File: src/rtl/mem_access_unit.sv
// MEM-stage load/store engine: issues one req/ack data-memory transaction per
// access, stalls the pipeline while it is outstanding and formats load data.
module mem_access_unit #(
    parameter int unsigned TIMEOUT = 16
) (
    input  logic        clk,
    input  logic        reset,
    input  logic        MEM_valid,
    input  logic        MEM_MemRead,
    input  logic        MEM_MemWrite,
    input  logic [2:0]  MEM_DMType,
    input  logic [31:0] MEM_aluout,
    input  logic [31:0] MEM_rs2data,
    input  logic        INT_detected,
    output logic        dm_req,
    output logic        dm_we,
    output logic [31:0] dm_addr,
    output logic [3:0]  dm_be,
    output logic [31:0] dm_wdata,
    input  logic        dm_ack,
    input  logic [31:0] dm_rdata,
    output logic [31:0] MEM_Data_in,
    output logic        mem_stall,
    output logic        misalign_exc,
    output logic        bus_err
);

    localparam int unsigned CNT_W = 8;

    localparam logic [1:0] SZ_BYTE = 2'd0;
    localparam logic [1:0] SZ_HALF = 2'd1;
    localparam logic [1:0] SZ_WORD = 2'd2;

    typedef enum logic [1:0] {IDLE, REQ, DONE} state_t;

    state_t           state, state_nx;
    logic             access, misaligned, start, timeout_hit;
    logic [1:0]       size;
    logic [3:0]       be_c;
    logic [31:0]      wdata_c;
    logic [CNT_W-1:0] cnt;
    logic [2:0]       type_q;
    logic [1:0]       lo_q;
    logic             err_q;
    logic [31:0]      data_q;

    // Access size; undefined type codes fall back to word.
    function automatic logic [1:0] size_of(input logic [2:0] t);
        case (t)
            3'b001, 3'b010: size_of = SZ_HALF;
            3'b011, 3'b100: size_of = SZ_BYTE;
            default:        size_of = SZ_WORD;
        endcase
    endfunction

    // Select the lane(s) of the read word and extend to 32 bits.
    function automatic logic [31:0] fmt_load(input logic [2:0] t, input logic [1:0] lo,
                                             input logic [31:0] w);
        logic [31:0] sh;
        logic [15:0] h;
        sh = w >> {lo, 3'b000};
        h  = lo[1] ? w[31:16] : w[15:0];
        case (t)
            3'b001:  fmt_load = {{16{h[15]}}, h};
            3'b010:  fmt_load = {16'h0000, h};
            3'b011:  fmt_load = {{24{sh[7]}}, sh[7:0]};
            3'b100:  fmt_load = {24'h000000, sh[7:0]};
            default: fmt_load = w;
        endcase
    endfunction

    assign access      = MEM_valid & (MEM_MemRead | MEM_MemWrite);
    assign size        = size_of(MEM_DMType);
    assign misaligned  = ((size == SZ_WORD) && (MEM_aluout[1:0] != 2'b00)) ||
                         ((size == SZ_HALF) && MEM_aluout[0]);
    assign timeout_hit = (cnt == CNT_W'(TIMEOUT - 1));

    // Byte enables and lane-replicated store data for the incoming access.
    always_comb begin
        be_c    = 4'b1111;
        wdata_c = MEM_rs2data;
        case (size)
            SZ_HALF: begin
                be_c    = MEM_aluout[1] ? 4'b1100 : 4'b0011;
                wdata_c = {2{MEM_rs2data[15:0]}};
            end
            SZ_BYTE: begin
                be_c    = 4'b0001 << MEM_aluout[1:0];
                wdata_c = {4{MEM_rs2data[7:0]}};
            end
            default: ;
        endcase
    end

    always_ff @(posedge clk or posedge reset) begin
        if (reset) state <= IDLE;
        else       state <= state_nx;
    end

    always_comb begin
        state_nx     = state;
        start        = 1'b0;
        mem_stall    = 1'b0;
        misalign_exc = 1'b0;
        case (state)
            IDLE: begin
                if (access) begin
                    if (misaligned) begin
                        misalign_exc = 1'b1;
                    end else if (!INT_detected) begin
                        start     = 1'b1;
                        mem_stall = 1'b1;
                        state_nx  = REQ;
                    end
                end
            end
            REQ: begin
                mem_stall = 1'b1;
                if (dm_ack || timeout_hit) state_nx = DONE;
            end
            DONE:    state_nx = IDLE;
            default: state_nx = IDLE;
        endcase
    end

    // Bus outputs, wait counter, captured load data and timeout flag.
    always_ff @(posedge clk or posedge reset) begin
        if (reset) begin
            dm_req   <= 1'b0;
            dm_we    <= 1'b0;
            dm_addr  <= 32'h0;
            dm_be    <= 4'h0;
            dm_wdata <= 32'h0;
            type_q   <= 3'b000;
            lo_q     <= 2'b00;
            cnt      <= '0;
            err_q    <= 1'b0;
            data_q   <= 32'h0;
        end else begin
            case (state)
                IDLE: begin
                    if (start) begin
                        dm_req   <= 1'b1;
                        dm_we    <= MEM_MemWrite;
                        dm_addr  <= {MEM_aluout[31:2], 2'b00};
                        dm_be    <= be_c;
                        dm_wdata <= wdata_c;
                        type_q   <= MEM_DMType;
                        lo_q     <= MEM_aluout[1:0];
                        cnt      <= '0;
                        err_q    <= 1'b0;
                        data_q   <= 32'h0;
                    end
                end
                REQ: begin
                    cnt <= cnt + CNT_W'(1);
                    if (dm_ack) begin
                        dm_req <= 1'b0;
                        data_q <= dm_we ? 32'h0 : fmt_load(type_q, lo_q, dm_rdata);
                    end else if (timeout_hit) begin
                        dm_req <= 1'b0;
                        data_q <= 32'h0;
                        err_q  <= 1'b1;
                    end
                end
                DONE: begin
                    err_q  <= 1'b0;
                    data_q <= 32'h0;
                end
                default: ;
            endcase
        end
    end

    assign MEM_Data_in = (state == DONE) ? data_q : 32'h0;
    assign bus_err     = (state == DONE) & err_q;

endmodule

File: config.mk
export PLATFORM = sky130hd
export DESIGN_NAME = mem_access_unit
export DESIGN_NICKNAME = d
export VERILOG_FILES = /design/src/rtl/mem_access_unit.sv
export SDC_FILE = /design/constraint.sdc
export NUM_CORES = 1
export LEC_CHECK = 0
export ABC_CLOCK_PERIOD_IN_PS = 6050
export BUFFER_PORTS_ARGS = -buffer_cell sky130_fd_sc_hd__buf_2
export CORE_UTILIZATION = 45
export CTS_BUF_LIST = sky130_fd_sc_hd__clkbuf_16
export CTS_CLUSTER_DIAMETER = 120
export DETAILED_ROUTE_END_ITERATION = 8
export HOLD_SLACK_MARGIN = 0.03
export PLACE_DENSITY = 0.74
export SLEW_MARGIN = 10
export SYNTH_ARGS = -nofsm -noshare
export SYNTH_HDL_FRONTEND = slang
export SYNTH_SLANG_ARGS = --single-unit
export TNS_END_PERCENT = 5
File: constraint.sdc
create_clock -name clk -period 6.05 [get_ports clk]
set_input_delay 0 -clock clk [delete_from_list [all_inputs] [get_ports clk]]
set_output_delay 0 -clock clk [all_outputs]
set_load 0.005 [all_outputs]
==> run summary <==
Layout Skew = 0.009898 ns
Clock latency on the worst-skew pair = 0.43 ns
Vias in the first global route = 6040
First drt pass iteration count = 4
Tightest Hold Check Type = primary input to flop
DIE AREA = 0.01342 mm2
Crit-path max FO = 17
Clk slew on worst S/H paths = 0.06 ns
CTS Buffer Depth = 2
Initial antenna violation count = 0
Ys flop type = dfrtp_1
Dpl cells = 897
Reg2reg setup slack = 2.98 ns
Number of synthesized flops with an enable pin = 0
Critical Path RT = 6.36 ns
Hold Path Depth = 5
Worst reg2reg endpoint = data_q[4]
Worst Setup Slack, final = 2.979 ns
Die Span Y = 115.9 um
Max Slew Vio Count = 0
Mean post-synth cell area = 10.61 um2
Setup TNS = 0 ns
CP Capture Type = flop
Peak VDD IR = 0.0002746 V
Post-synth ARST share = 100.0%
CTS H-tree depth = 4
Seq/Total Area, Yosys = 49.76%
Final HPWL from detailed placement = 11150 um
First-pass GRT wire length = 30420 um
CP Cell Sequence = nor2_1 -> xnor2_2 -> nand2_1 -> a211o_1 -> a32o_1 -> dlygate4sd3_1
Synth top area cells = dfrtp_1 50%, mux2_1 5.8%, and2_1 3.6%
Inserted Diodes = 0
Hold EP = err_q
CORE AREA = 0.01262 mm2
Gr ovfl total = 0
Data arrival, critical path = 3.38 ns
Max-Cap Viols = 0
Largest net degree at the start of global routing = 72
Tmin final = 3.071 ns
CTS tree = done
Initial DRC count = 514
Leak = 0.004213 uW
Mapped Area = 0.005833 mm2
Endpoints failing setup = 0
DRC violations left = 0
Worst-Margin Slew = 1.183 ns
Reg2reg start = type_q[1]
Layout cell share with drive strength beyond 1 = 31.80%
CP peak stage delay = 0.67 ns
Post-synth top area cell = dfrtp_1
Vias/cell = 5.622
Initial Utilization = 46.22%
Ports = 211
Synth top area share = 49.76%
FF-to-FF path depth = 6
Post-route ant nets = 0
Setup CP Type = flop to flop
Die Width = 115.9 um
Power density over cell area = 345.0 mW/mm2
Fin cells = 1043
Yosys warning count = 0
CP max-delay cell = xnor2_2
Total power = 2996 uW
Startpoint types = flop
RSZ-0062 raised after global routing = false
Final design utilization = 68.81%
Commonest non-fill, non-tap cell in the layout = buf_2
Netlist cell types = 56
Port bufs = 208
Max Freq = 325.7 MHz
# rows = 41
Setup bufs post-CTS = 0
Hold Violations, Final = 0
Area grow syn2layout = 48.86%
Most frequent cells in the layout = 208 x buf_2, 116 x dfrtp_1, 114 x dlygate4sd3_1
RePlAce Congestion = 0.8705
Status = finished clean
Dpl ws = 3.441 ns
CTS buffer count = 17
CTS sink count = 116
Fill count = 923
Routed wire length = 19550 um
Clock root buffer = clkbuf_16
Vias = 5864
Synth Instances = 550
Gr usage total = 30.10%
Period utilisation layout = 50.76%
Final nets = 965
Yosys reg bits = 116
DR WL/cell = 18.75 um
Worst Hold Launch = INT_detected
Max-slew headroom = 20.80%
-- kinds of logic (layout without fill, tap and decap cells) --
family,Yosys count,after routing,share of synthesized area (%)
compound gates,164,164,19.71
xor+xnor,3,3,0.5793
fa+ha+maj,1,1,0.2145
buf+inv,46,366,4.183
flops,116,116,49.76
mux,66,66,12.48
other cells,1,2,0.06429
simple gates,153,153,13.00
-- Yosys cell counts (3+ instances only) --
library cell  number
a41oi_1            3
a21boi_0           5
a22o_1             9
clkbuf_1          17
nor2_1            26
o2bb2ai_1         24
a21o_1             6
mux2_2            14
o21a_1             3
dfrtp_1          116
buf_6              5
nand2b_1           4
mux2i_1           21
nor3_1             3
inv_1              8
o221ai_1           3
a21oi_1           34
a31oi_1            4
buf_4              6
a32o_1             7
o21ai_2            3
buf_2              9
nand3_1            6
nor2b_1            6
a211o_1            7
or2_2              6
and3_1             3
and2_1            34
nand2_1           54
mux2_1            30
o21ai_0           42
-- stage by stage --
step,hold slack (ns),area (um2)
2_1_floorplan,0.1317,5837
3_3_place_gp,0.09540,6923
3_5_place_dp,0.1005,6923
4_1_cts,0.1127,8683
5_1_grt,0.1715,8683
6_report,0.1439,8683
-- per-layer routing --
| metal | track usage (%) | up-vias | routed length [um] |
|---|---|---|---|
| li1 | - | 2600 | - |
| met1 | 35.65 | 2857 | 7549 |
| met2 | 50.20 | 344 | 9690 |
| met3 | 8.159 | 63 | 1662 |
| met4 | 15.73 | 0 | 648 |
| met5 | 0 | - | 0 |
-- worst max-delay path, delay by kind of cell (launching register included) --
| family | cells | cell delay (ns) |
|---|---|---|
| buffers and inverters | 1 | 0.55 |
| and+or+nand+nor | 2 | 0.53 |
| DFF | 1 | 0.61 |
| AOI/OAI and AO/OA | 2 | 0.59 |
| xor gates and xnor gates | 1 | 0.67 |
-- repair_timing --
action | CTS | global route
gates resized for setup | 0 | 0
endpoints found under the hold margin | 149 | 0
hold buffers | 114 | 0
setup endpoints to repair | 0 | 0
-- state kept, by name, indices dropped and copies added (netlist names) --
register,count
dm_we,1
err_q,1
data_q,32
type_q,3
dm_be,4
dm_addr,30
dm_wdata,32
cnt,8
state,2
lo_q,2
dm_req,1
-- final cells by class --
| type | count | area, um2 | share of cell area [%] |
|---|---|---|---|
| Sequential cell | 116 | 2903 | 33.43 |
| Multi-Input combinational cell | 389 | 2701 | 31.11 |
| Timing Repair Buffer | 326 | 2212 | 25.48 |
| Clock buffer | 17 | 425.4 | 4.899 |
| Tap cell | 172 | 215.2 | 2.478 |
| Clock inverter | 15 | 193.9 | 2.233 |
| Inverter | 8 | 32.53 | 0.3746 |
-- how the worst max path moves through the flow --
stage                   from  cells past startpoint     endpoint
3_5_place_dp   MEM_aluout[0]                      6  dm_wdata[1]
3_3_place_gp   MEM_aluout[0]                      6  dm_wdata[2]
4_1_cts            type_q[0]                      6    data_q[4]
5_1_grt            type_q[0]                      6    data_q[4]
2_1_floorplan          reset                      1       cnt[0]
6_report           type_q[1]                      6    data_q[4]
-- report_power, final --
part           total [uW]  switching [uW]  internal (uW)
sequential           1150             179            972
combinational         782             405            377
clock                1060             405            658
total                3000             989           2010
No activity file was read; power rests on OpenSTA's default activity.
